## src/rtl/cu_exec_sequencer.sv

```systemverilog
// cu_exec_sequencer: multi-cycle read/ALU/write-back sequencer driven by control-unit strobes
module cu_exec_sequencer #(
  parameter int DATA_W = 8,
  parameter int ADDR_W = 4
) (
  input  logic              clk,
  input  logic              rst_n,
  input  logic [15:0]       instr,
  input  logic              instr_valid,
  output logic              instr_ready,
  output logic [3:0]        opcode,
  input  logic              cu_ram_read,
  input  logic              cu_ram_write,
  input  logic              cu_alu_enable,
  input  logic [3:0]        cu_alu_op,
  output logic [ADDR_W-1:0] mem_addr,
  output logic              mem_rd_en,
  output logic              mem_wr_en,
  output logic [DATA_W-1:0] mem_wdata,
  input  logic [DATA_W-1:0] mem_rdata,
  output logic [DATA_W-1:0] alu_a,
  output logic [DATA_W-1:0] alu_b,
  output logic [3:0]        alu_op,
  input  logic [DATA_W-1:0] alu_result,
  output logic              busy,
  output logic              done,
  output logic              err
);
  typedef enum logic [3:0] {
    S_IDLE, S_DECODE, S_RD_A, S_RD_B, S_RD_IND, S_CAPTURE, S_EXEC, S_WRITE, S_DONE
  } state_t;
  state_t            r_state, w_next;
  logic [15:0]       r_ir;
  logic [DATA_W-1:0] r_op_a, r_op_b, r_result;
  logic              r_alu_en, r_err;
  logic [3:0]        r_alu_op;
  logic [ADDR_W-1:0] w_dst, w_src_a, w_src_b;
  logic              w_illegal, w_mvi;
  assign w_dst     = ADDR_W'(r_ir[11:8]);
  assign w_src_a   = ADDR_W'(r_ir[7:4]);
  assign w_src_b   = ADDR_W'(r_ir[3:0]);
  assign w_illegal = !cu_ram_read && !cu_ram_write;
  assign w_mvi     = cu_ram_write && !cu_ram_read;
  always_ff @(posedge clk or negedge rst_n) begin
    if (!rst_n) begin
      r_state  <= S_IDLE;
      r_ir     <= '0;
      r_op_a   <= '0;
      r_op_b   <= '0;
      r_result <= '0;
      r_alu_en <= 1'b0;
      r_alu_op <= '0;
      r_err    <= 1'b0;
    end else begin
      r_state <= w_next;
      case (r_state)
        S_IDLE: if (instr_valid) r_ir <= instr;
        S_DECODE: begin
          r_alu_en <= cu_alu_enable;
          r_alu_op <= cu_alu_op;
          r_err    <= w_illegal;
          if (w_mvi) r_result <= DATA_W'(r_ir[7:0]);
        end
        S_RD_B, S_RD_IND: r_op_a <= mem_rdata;
        S_CAPTURE: if (r_alu_en) r_op_b <= mem_rdata; else r_result <= mem_rdata;
        S_EXEC: r_result <= alu_result;
        default: ;
      endcase
    end
  end
  always_comb begin
    w_next = r_state;
    case (r_state)
      S_IDLE:    w_next = instr_valid ? S_DECODE : S_IDLE;
      S_DECODE:  w_next = w_illegal ? S_DONE : w_mvi ? S_WRITE : S_RD_A;
      S_RD_A:    w_next = r_alu_en ? S_RD_B : (r_ir[15:12] == 4'hD) ? S_RD_IND : S_CAPTURE;
      S_RD_B,
      S_RD_IND:  w_next = S_CAPTURE;
      S_CAPTURE: w_next = r_alu_en ? S_EXEC : S_WRITE;
      S_EXEC:    w_next = S_WRITE;
      S_WRITE:   w_next = S_DONE;
      default:   w_next = S_IDLE;
    endcase
  end
  assign instr_ready = r_state == S_IDLE;
  assign busy        = r_state != S_IDLE;
  assign opcode      = r_ir[15:12];
  assign mem_rd_en   = r_state inside {S_RD_A, S_RD_B, S_RD_IND};
  assign mem_wr_en   = r_state == S_WRITE;
  // the indirect pointer comes straight from the RAM output register
  assign mem_addr    = (r_state == S_RD_A)   ? w_src_a :
                       (r_state == S_RD_B)   ? w_src_b :
                       (r_state == S_RD_IND) ? mem_rdata[ADDR_W-1:0] :
                       (r_state == S_WRITE)  ? w_dst : '0;
  assign mem_wdata   = (r_state == S_WRITE) ? r_result : '0;
  assign alu_a       = (r_state == S_EXEC) ? r_op_a : '0;
  assign alu_b       = (r_state == S_EXEC) ? r_op_b : '0;
  assign alu_op      = (r_state == S_EXEC) ? r_alu_op : '0;
  assign done        = r_state == S_DONE;
  assign err         = (r_state == S_DONE) && r_err;
endmodule

```

## config.mk

```make
export PLATFORM = sky130hd
export DESIGN_NAME = cu_exec_sequencer
export DESIGN_NICKNAME = d
export VERILOG_FILES = /design/src/rtl/cu_exec_sequencer.sv
export SDC_FILE = /design/constraint.sdc
export NUM_CORES = 1
export LEC_CHECK = 0
export BUFFER_PORTS_ARGS = -buffer_cell sky130_fd_sc_hd__buf_4
export CAP_MARGIN = 20
export CELL_PAD_IN_SITES_DETAIL_PLACEMENT = 1
export CELL_PAD_IN_SITES_GLOBAL_PLACEMENT = 2
export CORE_MARGIN = 1.5
export CORE_UTILIZATION = 25
export CTS_CLUSTER_DIAMETER = 120
export CTS_CLUSTER_SIZE = 12
export DETAILED_ROUTE_END_ITERATION = 8
export PLACE_DENSITY = 0.61
export SYNTH_ARGS = -nofsm -noshare
export SYNTH_HDL_FRONTEND = slang
export SYNTH_SLANG_ARGS = --single-unit
```

## constraint.sdc

```tcl
create_clock -name clk -period 2.4 [get_ports clk]
set_input_delay 0.36 -clock clk [delete_from_list [all_inputs] [get_ports clk]]
set_output_delay 0.36 -clock clk [all_outputs]
set_load 0.01 [all_outputs]
```

After elaboration in Yosys (flattened, before gate mapping)

Index checks and enable logic that the tools add are counted.

Bits in writable memories: 0
Bits in registers: 50
Memory bits (read-only): 0
Logic and storage cells: 50
Bits of input ports: 42
Latch bits: 0
Memories: 0
Output and inout bits: 42

Multiply operators: 0
Equal/unequal tests: 11
Add/subtract/negate cells: 0
Magnitude comparators: 0
Reduce and logical (&&, ||, !) cells: 13
Shifts and indexed selects: 0
Bitwise operators: 0
Div/mod/pow operators: 0
Muxes and demuxes: 18

Operator list:

| operator           | count |
|---|---|
| $mux 8             | 5 |
| $pmux 4 s7         | 1 |
| $mux 4             | 6 |
| $pmux 8 s3         | 1 |
| $eq 4x3->1 const B | 4 |
| $eq 4x2->1 const B | 2 |
| $eq 4x4->1 const B | 2 |
| $mux 3             | 2 |
| $reduce_bool 3->1  | 2 |
| $eq 4x1->1 const B | 1 |
| $logic_not 4->1    | 1 |
| $ne 2x2->1 const B | 2 |
| $reduce_and 2->1   | 2 |
| $reduce_bool 4->1  | 1 |
| $logic_and 1x1->1  | 3 |
| $mux 1             | 3 |
| $reduce_and 3->1   | 1 |
| $logic_not 1->1    | 2 |
| $reduce_or 2->1    | 1 |

Longest topological paths before layout

Depth in word-level cells: 5
Gate-level depth with buffers: 7

Worst setup path before layout

OpenSTA, ideal clock, no wires.

Kind: reg2out
Start point: register r_state[2]
End point: output err
Slack: 700 ps
Data arrival time: 1340 ps
Cell stages (with the launch flop): 4
Cell sequence: dfrtp_1 -> buf_2 -> nor4b_1 -> and2_1

Longest elaborated chain between the ends: 2

Ends and longest elaborated chain:

| what                   | RTL line | RTL |
|---|---|---|
| start, declared        | 32       | `state_t r_state, w_next;` |
| start signal, assigned | 55       | `r_state <= w_next;` |
| $eq 4x4->1             | -        |  |
| named net done         | 26       | `output logic done,` |
| $logic_and 1x1->1      | 100      | `assign err = (r_state == S_DONE) && r_err;` |
| end, declared          | 27       | `output logic err` |

The timed path passes the listed nets, and every way through them passes these cells.

Worst setup path after layout

Start point: register r_state[1]
End point: output alu_b[3]

Longest elaborated chain between the ends: 2

Ends and longest elaborated chain:

| what          | RTL line | RTL |
|---|---|---|
| $eq 4x3->1    | 97       | `assign alu_b = (r_state == S_EXEC) ? r_op_b : '0;` |
| $mux 8        | 97       |  |
| end, declared | 22       | `output logic [DATA_W-1:0] alu_b,` |

Every way passes these cells.

==> results.sh <==
export IMPL_status="completed"
export IMPL_clkTransAtPathRegs_ns=0.09
export IMPL_post_cts_buffers=0
export IMPL_grt_pass1_wl_mm=11.5
export IMPL_num_vias=1974
export IMPL_p_per_area_nw_per_um2=1310
export IMPL_synthCells=220
export IMPL_multi_input_area_um2=1310
export IMPL_n_fill_cell=1162
export IMPL_drcViolationCount=0
export IMPL_ys_types=35
export IMPL_min_path_type="in -> async"
export IMPL_ys_seq_area_frac=0.463
export IMPL_drt_total_wl_mm=7.25
export IMPL_grt_max_degree=51
export IMPL_io_buffers=83
export IMPL_finalCoreUtilization=0.340
export IMPL_critPathLaunch="r_state[1]"
export IMPL_design_area_um2=3540
export IMPL_fp_row_count=37
export IMPL_drive_above_1_share=0.507
export IMPL_fin_cells=434
export IMPL_synth_seq_cells=50
export IMPL_tightest_slew_ns=0.665
export IMPL_syn_num_nets=262
export IMPL_syn_avg_cell_area_um2=12.3
export IMPL_grt_use_total=0.131
export IMPL_maxCapViolCount=0
export IMPL_synthFlopType="dfrtp_1"
export IMPL_area_delta_synth_final_pct=30.9
export IMPL_dp_cells=426
export IMPL_timing_final_crit_share=0.904
export IMPL_htree_levels=2
export IMPL_finalSetupViolCount=0
export IMPL_core_area_um2=10400
export IMPL_hold_violations=0
export IMPL_skew_ns=0.00417
export IMPL_grt_pass1_vias=2111
export IMPL_dp_hpwl_mm=5.46
export IMPL_n_antenna_cell=0
export IMPL_maxSlewViolCount=0
export IMPL_whs_ns=0.0691
export IMPL_die_w_um=107
export IMPL_fmax_mhz=461
export IMPL_num_io_pins=84
export IMPL_synth_top_area_frac=0.463
export IMPL_vias_per_cell=4.55
export IMPL_drt_first_pass_iters=4
export IMPL_antenna_found_initial=0
export IMPL_cts_max_path_buffers=2
export IMPL_worstReg2RegStart="r_state[0]"
export IMPL_clock_sinks=50
export IMPL_initial_core_util=0.260
export IMPL_root_buffer="clkbuf_8"
export IMPL_post_dp_cell_area_um2=3400
export IMPL_layout_area_seq_um2=1250
export IMPL_cts_tree="done"
export IMPL_avgRoutedWirePerCell_um=16.7
export IMPL_crit_path_end_kind="primary output"
export IMPL_fin_crit_ns=2.17
export IMPL_worstPathMaxFanout=20
export IMPL_cp_arrival_ns=1.81
export IMPL_clock_latency_ns=0.31
export IMPL_grt_ovfl_total=0
export IMPL_die_area_um2=11500
export IMPL_cts_buffers=5
export IMPL_ys_top_cells_by_area="dfrtp_1 46%, mux2_4 14%, mux2_2 7.5%"
export IMPL_relSlewSlack=0.557
export IMPL_nets=339
export IMPL_synth_top_cell_by_area="dfrtp_1"
export IMPL_synth_edff_count=0
export IMPL_required_ns=2.04
export IMPL_drt_iter0_markers=81
export IMPL_critPathKind="reg -> out"
export IMPL_syn_area_um2=2710
export IMPL_ir_drop_uv=431
export IMPL_yosysWarnings=0
export IMPL_final_antenna_net_count=0
export IMPL_p_leak_nw=1.67
export IMPL_rsz0062_at_grt="false"
export IMPL_place_congestion=0.740
export IMPL_async_flop_share=1.00
export IMPL_cp_start_kind="register"
export IMPL_fin_tns_setup_ns=0
export IMPL_die_y_um=107
==> cell usage in the layout (no fill, tap or decap), types with 3 or more instances in the layout <==
master / instances
buf_4: 88
dfrtp_1: 49
and2_1: 30
mux2_4: 26
mux2_2: 18
a22oi_1: 12
nand2_1: 9
o2bb2ai_1: 8
clkbuf_8: 6
o21ai_0: 5
mux2i_1: 5
nor2_1: 4
o22ai_1: 4
nor2b_1: 3
nor3_1: 3
a31oi_1: 3
==> synth_stat cells, types with 5 or more instances <==
cell,number
a22oi_1,12
and2_1,30
buf_6,7
dfrtp_1,50
mux2_2,18
mux2_4,26
mux2i_1,5
nand2_1,9
nor2_1,5
o21ai_0,5
o2bb2ai_1,8
==> final timing paths <==
path | to | slack, ns | depth (start not counted)
hold / removal | r_ir[7] | 0.07 | 1
hold reg to reg | r_op_b[4] | 0.51 | 1
setup reg to reg | r_result[2] | 0.50 | 4
max in group asynchronous | r_state[1] | 1.85 | 1
setup / recovery | alu_b[3] | 0.23 | 5
min in group clk | r_alu_en | 0.25 | 3
==> power by group <==
group | total, mW | switching (mW) | leakage [nW] | internal [mW]
sequential | 1.63 | 0.352 | 0.599 | 1.28
combinational | 2.27 | 0.980 | 0.999 | 1.29
clock | 0.745 | 0.300 | 0.0714 | 0.445
total | 4.65 | 1.63 | 1.67 | 3.02
==> cell families (layout without fill, tap and decap cells) <==
kind of cell	after synthesis	after routing	synth area share
flip-flops	50	50	0.463
multiplexers	49	49	0.238
AO/OA/AOI/OAI	40	40	0.109
buffers and inverters	21	99	0.0560
AND/OR/NAND/NOR	60	60	0.135
==> layer usage <==
layer  track usage  wire length, um  up-vias
met5             0                0        -
met4        0.0410               82        0
met3        0.0365              490        8
met2         0.202             3310       65
met1         0.178             3370      974
li1              -                -      927
==> critical path, stage by stage (launching register included) <==
cell and delay [ns]:
dfrtp_2 0.52, nor2b_2 0.30, nor2b_1 0.16, buf_4 0.22, and2_1 0.18, buf_4 0.12
==> area by class of cell <==
cell class	instances	share of cell area
clock buffers	6	0.0233
clock inverters	2	0.0170
inverters	3	0.00318
multi-input cells	149	0.368
flip-flops and latches	50	0.354
well taps	136	0.0480
repair buffers	88	0.187
==> repair_timing <==
item | CTS | global route
hold buffers | 0 | 0
endpoints found under the setup margin | 0 | 20
resized for setup | 0 | 2
==> per-stage QoR <==
step	power [mW]	worst slack (ns)
6_report	4.65	0.231
5_1_grt	4.98	0.0930
4_1_cts	4.72	0.0577
3_5_place_dp	3.95	0.410
3_3_place_gp	3.91	0.442
2_1_floorplan	3.33	0.700
==> flip-flops by register name (all words and copies together), names as in the netlist <==
register  count
r_result      8
r_err         1
r_alu_en      1
r_state       4
r_alu_op      4
r_op_b        8
r_op_a        8
r_ir         16
No activity file was read; power rests on OpenSTA's default activity.
